===== config.mk =====
export PLATFORM = sky130hd
export DESIGN_NAME = data_out_8_to_64_flat
export DESIGN_NICKNAME = d
export VERILOG_FILES = /design/src/rtl/data_out_8_to_64_pkg.sv /design/src/rtl/data_out_8_to_64_if.sv /design/src/rtl/data_out_8_to_64_rise_edge_detect.sv /design/src/rtl/data_out_8_to_64.sv /design/src/flat_wrapper.sv
export SDC_FILE = /design/constraint.sdc
export NUM_CORES = 1
export LEC_CHECK = 0
export BUFFER_PORTS_ARGS = -buffer_cell sky130_fd_sc_hd__buf_2
export CAP_MARGIN = 15
export CORE_ASPECT_RATIO = 0.5
export CORE_MARGIN = 1.5
export CORE_UTILIZATION = 55
export CTS_CLUSTER_DIAMETER = 50
export CTS_CLUSTER_SIZE = 8
export DETAILED_ROUTE_END_ITERATION = 10
export MAX_ROUTING_LAYER = met4
export PLACE_DENSITY = 0.77
export RECOVER_POWER = 50
export SLEW_MARGIN = 20
export SYNTH_ARGS = -nofsm -noshare
export SYNTH_HDL_FRONTEND = slang
export SYNTH_SLANG_ARGS = --single-unit

===== constraint.sdc =====
create_clock -name clk -period 2.3 [get_ports clk]
set_input_delay 0.345 -clock clk [delete_from_list [all_inputs] [get_ports clk]]
set_output_delay 0.345 -clock clk [all_outputs]
set_load 0.02 [all_outputs]

===== src/rtl/data_out_8_to_64_pkg.sv =====
// Shared word/byte geometry and defaults for the 8-to-64 receive reassembler.
package data_out_8_to_64_pkg;

    localparam int unsigned BYTES_PER_WORD     = 8;
    localparam int unsigned BYTE_W             = 8;
    localparam int unsigned WORD_W             = BYTES_PER_WORD * BYTE_W;
    localparam int unsigned BCNT_W             = 4;
    localparam int unsigned DEF_TIMEOUT_CYCLES = 21700;
    localparam int unsigned DEF_CNT_W          = 15;

    typedef logic [BYTE_W-1:0] byte_t;
    typedef logic [WORD_W-1:0] word_t;
    typedef logic [BCNT_W-1:0] bcnt_t;

    // Append a byte at the LSB end so the first byte received ends up in the MSB lane.
    function automatic word_t shift_in_byte(word_t w, byte_t b);
        return {w[WORD_W-BYTE_W-1:0], b};
    endfunction

endpackage


===== src/rtl/data_out_8_to_64_if.sv =====
// Byte-in / word-out bus of the receive reassembler.
interface data_out_8_to_64_if;
    import data_out_8_to_64_pkg::*;

    byte_t data_8;
    logic  rx_done;
    word_t data_64;
    logic  data_64_valid;
    bcnt_t byte_cnt;
    logic  timeout_err;
    logic  busy;

    modport master (
        output data_8, rx_done,
        input  data_64, data_64_valid, byte_cnt, timeout_err, busy
    );

    modport slave (
        input  data_8, rx_done,
        output data_64, data_64_valid, byte_cnt, timeout_err, busy
    );

endinterface


===== src/rtl/data_out_8_to_64_rise_edge_detect.sv =====
// Registered-history rising-edge detector: one-cycle pulse per low-to-high transition.
module rise_edge_detect (
    input  logic clk,
    input  logic rst_n,
    input  logic level_i,
    output logic pulse_o
);

    logic level_q;

    always_ff @(posedge clk or negedge rst_n) begin
        if (!rst_n) begin
            level_q <= 1'b0;
        end else begin
            level_q <= level_i;
        end
    end

    assign pulse_o = level_i & ~level_q;

endmodule


===== src/rtl/data_out_8_to_64.sv =====
// Reassembles eight UART bytes (MSB byte first) into a 64-bit word; an
// inter-byte timeout discards partial words to recover framing.
module data_out_8_to_64
    import data_out_8_to_64_pkg::*;
#(
    parameter int unsigned TIMEOUT_CYCLES = DEF_TIMEOUT_CYCLES,
    parameter int unsigned CNT_W          = DEF_CNT_W
) (
    input  logic               clk,
    input  logic               rst_n,
    data_out_8_to_64_if.slave  bus
);

    typedef enum logic {
        IDLE,
        COLLECT
    } state_e;

    localparam logic [CNT_W-1:0] TIMER_LAST = CNT_W'(TIMEOUT_CYCLES - 1);
    localparam bcnt_t            LAST_BYTE  = bcnt_t'(BYTES_PER_WORD - 1);

    state_e           state_q, state_d;
    word_t            shift_q, shift_d;
    word_t            data_q, data_d;
    bcnt_t            cnt_q, cnt_d;
    logic [CNT_W-1:0] timer_q, timer_d;
    logic             valid_q, valid_d;
    logic             terr_q, terr_d;

    logic             rise;
    logic             last_byte;
    logic             expired;
    word_t            shifted;

    rise_edge_detect u_rise (
        .clk     (clk),
        .rst_n   (rst_n),
        .level_i (bus.rx_done),
        .pulse_o (rise)
    );

    assign shifted   = shift_in_byte(shift_q, bus.data_8);
    assign last_byte = (cnt_q == LAST_BYTE);
    assign expired   = (timer_q == TIMER_LAST);

    always_ff @(posedge clk or negedge rst_n) begin
        if (!rst_n) begin
            state_q <= IDLE;
            shift_q <= '0;
            data_q  <= '0;
            cnt_q   <= '0;
            timer_q <= '0;
            valid_q <= 1'b0;
            terr_q  <= 1'b0;
        end else begin
            state_q <= state_d;
            shift_q <= shift_d;
            data_q  <= data_d;
            cnt_q   <= cnt_d;
            timer_q <= timer_d;
            valid_q <= valid_d;
            terr_q  <= terr_d;
        end
    end

    always_comb begin
        state_d = state_q;
        unique case (state_q)
            IDLE: begin
                if (rise) state_d = COLLECT;
            end
            COLLECT: begin
                // A rise on the expiry cycle still counts as a byte.
                if (rise) begin
                    if (last_byte) state_d = IDLE;
                end else if (expired) begin
                    state_d = IDLE;
                end
            end
            default: state_d = IDLE;
        endcase
    end

    always_comb begin
        shift_d = shift_q;
        data_d  = data_q;
        cnt_d   = cnt_q;
        timer_d = timer_q;
        valid_d = 1'b0;
        terr_d  = 1'b0;
        unique case (state_q)
            IDLE: begin
                if (rise) begin
                    shift_d = shifted;
                    cnt_d   = bcnt_t'(1);
                    timer_d = '0;
                end
            end
            COLLECT: begin
                if (rise) begin
                    shift_d = shifted;
                    timer_d = '0;
                    if (last_byte) begin
                        data_d  = shifted;
                        valid_d = 1'b1;
                        cnt_d   = '0;
                    end else begin
                        cnt_d = cnt_q + bcnt_t'(1);
                    end
                end else if (expired) begin
                    cnt_d   = '0;
                    timer_d = '0;
                    terr_d  = 1'b1;
                end else begin
                    timer_d = timer_q + CNT_W'(1);
                end
            end
            default: begin
                cnt_d   = '0;
                timer_d = '0;
            end
        endcase
    end

    assign bus.data_64       = data_q;
    assign bus.data_64_valid = valid_q;
    assign bus.byte_cnt      = cnt_q;
    assign bus.timeout_err   = terr_q;
    assign bus.busy          = (cnt_q != '0);

endmodule


===== src/flat_wrapper.sv =====
// flat-port wrapper written by rule: the top's interface ports become plain ports
module data_out_8_to_64_flat import data_out_8_to_64_pkg::*;
#(
    parameter int unsigned TIMEOUT_CYCLES = DEF_TIMEOUT_CYCLES,
    parameter int unsigned CNT_W          = DEF_CNT_W
)
  (clk, rst_n, bus_data_8, bus_rx_done, bus_data_64, bus_data_64_valid, bus_byte_cnt, bus_timeout_err, bus_busy);
  data_out_8_to_64_if bus_i ();
  input  logic clk;
  input  logic rst_n;
  input wire logic [$bits(bus_i.data_8)-1:0] bus_data_8;
  input wire logic [$bits(bus_i.rx_done)-1:0] bus_rx_done;
  output wire logic [$bits(bus_i.data_64)-1:0] bus_data_64;
  output wire logic [$bits(bus_i.data_64_valid)-1:0] bus_data_64_valid;
  output wire logic [$bits(bus_i.byte_cnt)-1:0] bus_byte_cnt;
  output wire logic [$bits(bus_i.timeout_err)-1:0] bus_timeout_err;
  output wire logic [$bits(bus_i.busy)-1:0] bus_busy;
  assign bus_i.data_8 = bus_data_8;
  assign bus_i.rx_done = bus_rx_done;
  assign bus_data_64 = bus_i.data_64;
  assign bus_data_64_valid = bus_i.data_64_valid;
  assign bus_byte_cnt = bus_i.byte_cnt;
  assign bus_timeout_err = bus_i.timeout_err;
  assign bus_busy = bus_i.busy;
  data_out_8_to_64 #(.TIMEOUT_CYCLES(TIMEOUT_CYCLES), .CNT_W(CNT_W)) u_core (.clk(clk), .rst_n(rst_n), .bus(bus_i));
endmodule

-- After elaboration in Yosys (flattened, before gate mapping)
Index checks and enable logic that the tools add are counted.
- reduce and logical (&&, ||, !) cells: 3
- bitwise logic cells: 3
- multiplexer cells: 21
- eq/ne operators: 4
- add/subtract/negate cells: 2
- operators with widths (kind ; count):
    $mux 56 ; 1
    $mux 15 ; 3
    $pmux 15 s2 ; 1
    $mux 4 ; 4
    $add 15x1->15 const B ; 1
    $eq 15x15->1 const B ; 1
    $mux 1 ; 10
    $pmux 4 s2 ; 1
    $add 4x1->4 const B ; 1
    $eq 4x3->1 const B ; 1
    $reduce_bool 4->1 ; 1
    $ne 3x3->1 const B ; 1
    $reduce_and 3->1 ; 1
    $ne 2x1->1 const B ; 1
    $not 1->1 ; 2
    $pmux 1 s2 ; 1
    $reduce_and 2->1 ; 1
    $and 1x1->1 ; 1
- bits in registers: 143

-- Depth between registers and ports, before layout
- depth after elaboration: 4
- depth in mapped cells: 6

-- By module
A second synthesis with hierarchy kept.
- cell total of the unflattened synthesis: 385
- area, all modules: 5721.7 µm²
- modules (own cells, without submodules) (module ; cells an instance ; sequential area each (µm²) ; area an instance (µm²) ; times used):
    data_out_8_to_64 ; 383 ; 3553.4 ; 5683.0 ; 1
    rise_edge_detect ; 2 ; 25.0 ; 38.8 ; 1

-- Worst setup path before layout
OpenSTA, ideal clock, no wires.
- path kind: reg-to-reg
- from: reg u_core.cnt_q[0], in the netlist u_core.bus.byte_cnt[0]
- to: reg u_core.data_q[0], in the netlist u_core.bus.data_64[0]
- path buffers: 2
- setup time: 0.125 ns
- arrival time: 1.647 ns
- clock period less this slack: 1.772 ns
- data required time: 2.175 ns
- setup slack: 0.528 ns
- stages on the path, launching flop included: 7
- cells stage by stage: dfrtp_1 > ha_1 > nand3b_1 > nor2_1 > buf_4 > buf_6 > mux2_2
- cells in the longest elaborated chain, start to end: 2
- RTL lines (what ; line ; text):
    from (decl) ; data_out_8_to_64.sv:25 ; bcnt_t cnt_q, cnt_d;
    from (signal assigned) ; data_out_8_to_64.sv:59 ; cnt_q <= cnt_d;
    $eq 4x3->1 ; data_out_8_to_64.sv:43 ; assign last_byte = (cnt_q == LAST_BYTE);
    $reduce_and 3->1 (no source line) ; -- ;
    to (signal assigned) ; data_out_8_to_64.sv:58 ; data_q <= data_d;
    to (decl) ; data_out_8_to_64.sv:24 ; word_t data_q, data_d;
No other way between the ends.
A chain may end at the register's enable or synchronous reset.

-- Final worst setup path
- from: reg u_core.cnt_q[0], in the netlist u_core.bus.byte_cnt[0]
- to: reg u_core.data_q[38], in the netlist u_core.bus.data_64[38]
Same word-level chain as after synthesis.

==> results.ini <==
[outcome]
outcome=finished clean

[hold_path]
whs_path_depth=1
holdCritPathClass=in2reg

[critical_path]
arrival_ns=2.16
crit_path_end_kind=register
critPathSlowestCell=dfrtp_1
crit_type=reg2reg
reg2reg_depth=5
required_ns=2.59
r2r_setup_slack_ns=0.44
crit_chain=ha_1 -> nand3b_1 -> nor2_4 -> buf_12 -> mux2_2
crit_path_max_incr_delay_ns=0.43
path_max_fanout=31
start_kind=register

[global_routing]
track_usage=0.234
grt_start_max_net_pins=77
grt_overflow=0
first_global_vias=3855
antenna_found_initial=0
grt_pass1_wl_um=19200

[timing]
min_period_ns=1.86
worst_pin_slew_ns=1.02
slew_violations=0
rsz0062_at_grt=false
slew_headroom=0.321
fin_crit_sh=0.810
tns_ns=0
max_freq_ghz=0.537
hold_viol=0
fin_skew_ns=0.0112
finalSetupViolations=0

[clocking]
cts-resized-gates=0
clock_sinks=143
cts_buffer_depth=2
insertion_delay_ns=0.41
cts_root_buf=clkbuf_16
cts_inserted_buffers=17
clk_pin_slew_ns=0.06
cts_tree=done
htreeDepth=4

[power]
p_per_area_nw_per_um2=1140
leakagePower_nw=3.45
ir_drop_uv=655

[logic_synthesis]
syn_area_sq_um=5770
synth_edf_count=0
yosys_register_bits=143
async_flop_share=1.00
synth_most_common_cell=nand2_1
avgSynthCellArea_sq_um=11.4
yosys-top-cells-area=dfrtp_1 62%, mux2_2 12%, nand2_1 12%, clkbuf_1 1.0%, nand3_1 0.95%
synth_commonest_cells=184 x nand2_1, 143 x dfrtp_1, 64 x mux2_2, 16 x clkbuf_1, 11 x nand3_1
syn-instance-count=508
synthesis.nets=522
synthFlopType=dfrtp_1
synth_cell_types=43
synth_top_area_cell=dfrtp_1
yosys.area.top_type_share=0.620
yosysWarnings=0
yosysSeqAreaShare=0.620

[floorplanning]
die_height_um=75.4
dieWidth_um=148
dieArea_sq_um=11200
row_count=26
start_util=0.565
io_pins=82
core_area_sq_um=10200

[route]
dr_total_vias=3993
firstDrtPassIters=5
vias_per_cell=5.35
drtAntennaViolNets=0
wire_per_inst_um=15.8
routed_wl_um=11800
drtIter0Drc=257
drc_errors=0

[final_layout]
insertedDiodeCount=0
multi_input_area_sq_um=2060
nNetsFinal=609
post-route-util=0.672
layout.area.seq_sq_um=3580
fillers=783
area_growth_syn_to_layout_pct=19.0
drive_gt1_frac=0.216

[placement]
port_buffers=81
place_congestion=0.800
dp_hpwl_um=7170

[run]
drv_cap=0

## final timing paths
kind                                                     from                                  to
max in group asynchronous                               rst_n      u_core.shift_q[32]$_DFFE_PN0P_
setup reg to reg           u_core.bus.byte_cnt[0]$_DFFE_PN0P_  u_core.bus.data_64[38]$_DFFE_PN0P_
setup / recovery           u_core.bus.byte_cnt[0]$_DFFE_PN0P_  u_core.bus.data_64[38]$_DFFE_PN0P_
hold / removal                                    bus_rx_done     u_core.u_rise.level_q$_DFF_PN0_
min in group asynchronous                               rst_n      u_core.shift_q[51]$_DFFE_PN0P_
hold reg to reg                u_core.shift_q[52]$_DFFE_PN0P_      u_core.shift_q[52]$_DFFE_PN0P_
## cells in the final DEF, fill, tap and decap left out, drive strengths merged, types with 2 or more instances in the layout
cell type	netlist	layout
bufinv	0	2
or3	4	4
o2bb2ai	3	3
and4	2	2
nor3	5	5
dfrtp	143	143
a211oi	2	2
inv	4	4
a31oi	3	3
nand4	4	4
nand3	11	11
a32o	4	4
mux2	64	64
buf	8	27
clkbuf	16	88
and2	2	2
a21oi	9	9
ha	3	3
o21ai	9	9
clkinv	0	3
and3	4	4
nor4	3	3
nor2	7	7
nand2	184	184
## area by class of cell
type	count	area share
clock buffer	24	0.0716
clock inverter	6	0.0120
inverter	4	0.00219
multi-input combinational	337	0.300
sequential	143	0.521
tap	140	0.0255
timing repair buffer	92	0.0676
## sequential cells by signal (all words and copies together) (netlist names)
signal	cells
u_core.bus.byte_cnt	4
u_core.bus.data_64	64
u_core.bus.data_64_valid	1
u_core.bus.timeout_err	1
u_core.shift_q	56
u_core.state_q	1
u_core.timer_q	15
u_core.u_rise.level_q	1
## worst max-delay path, delay by kind of cell, from the launching register on
| kind | cells | cell delay, ns |
|---|---|---|
| fa+ha+maj | 1 | 0.23 |
| buf+inv | 1 | 0.25 |
| flops | 1 | 0.43 |
| mux | 1 | 0.36 |
| simple gates | 2 | 0.46 |
## what timing repair did
| item | in CTS | in global routing |
|---|---|---|
| setup buffers | 0 | 0 |
| endpoints found under the hold margin | 71 | 0 |
| setup endpoints to repair | 0 | 0 |
| hold buffers | 1 | 0 |
## metrics by stage
stage	instances	worst slack, ns	power, mW	hold slack [ns]	area [sq um]
2_1_floorplan	508	0.528	4.59	0.0494	5770
3_3_place_gp	715	0.542	5.20	0.404	6370
3_5_place_dp	715	0.477	5.28	0.412	6370
4_1_cts	746	0.433	7.99	0.0730	6950
5_1_grt	746	0.287	8.23	0.0867	6870
6_report	746	0.437	7.85	0.0972	6870
## routing by layer
layer / vias to the layer above / part of all wire / GRT usage
li1: 1889 / - / -
met1: 2005 / 0.45 / 0.300
met2: 85 / 0.49 / 0.369
met3: 14 / 0.048 / 0.0641
met4: 0 / 0.010 / 0.0781
met5: - / 0 / -
## where the power goes
| group | switching [mW] | internal, mW | leakage, nW |
|---|---|---|---|
| registers | 0.432 | 3.09 | 1.91 |
| clock network | 0.978 | 1.69 | 0.282 |
| logic | 1.03 | 0.632 | 1.26 |
| total | 2.44 | 5.41 | 3.45 |
## kinds of logic (layout without fill, tap and decap cells)
logic type,after synthesis,count (layout),synth area share
flops,143,143,0.620
xor+xnor,2,2,0.00304
buf+inv,28,126,0.0245
mux,65,65,0.127
simple gates,233,233,0.179
fa+ha+maj,3,3,0.00651
compound gates,34,34,0.0405
Note: power is estimated with default switching activity, not from simulation.
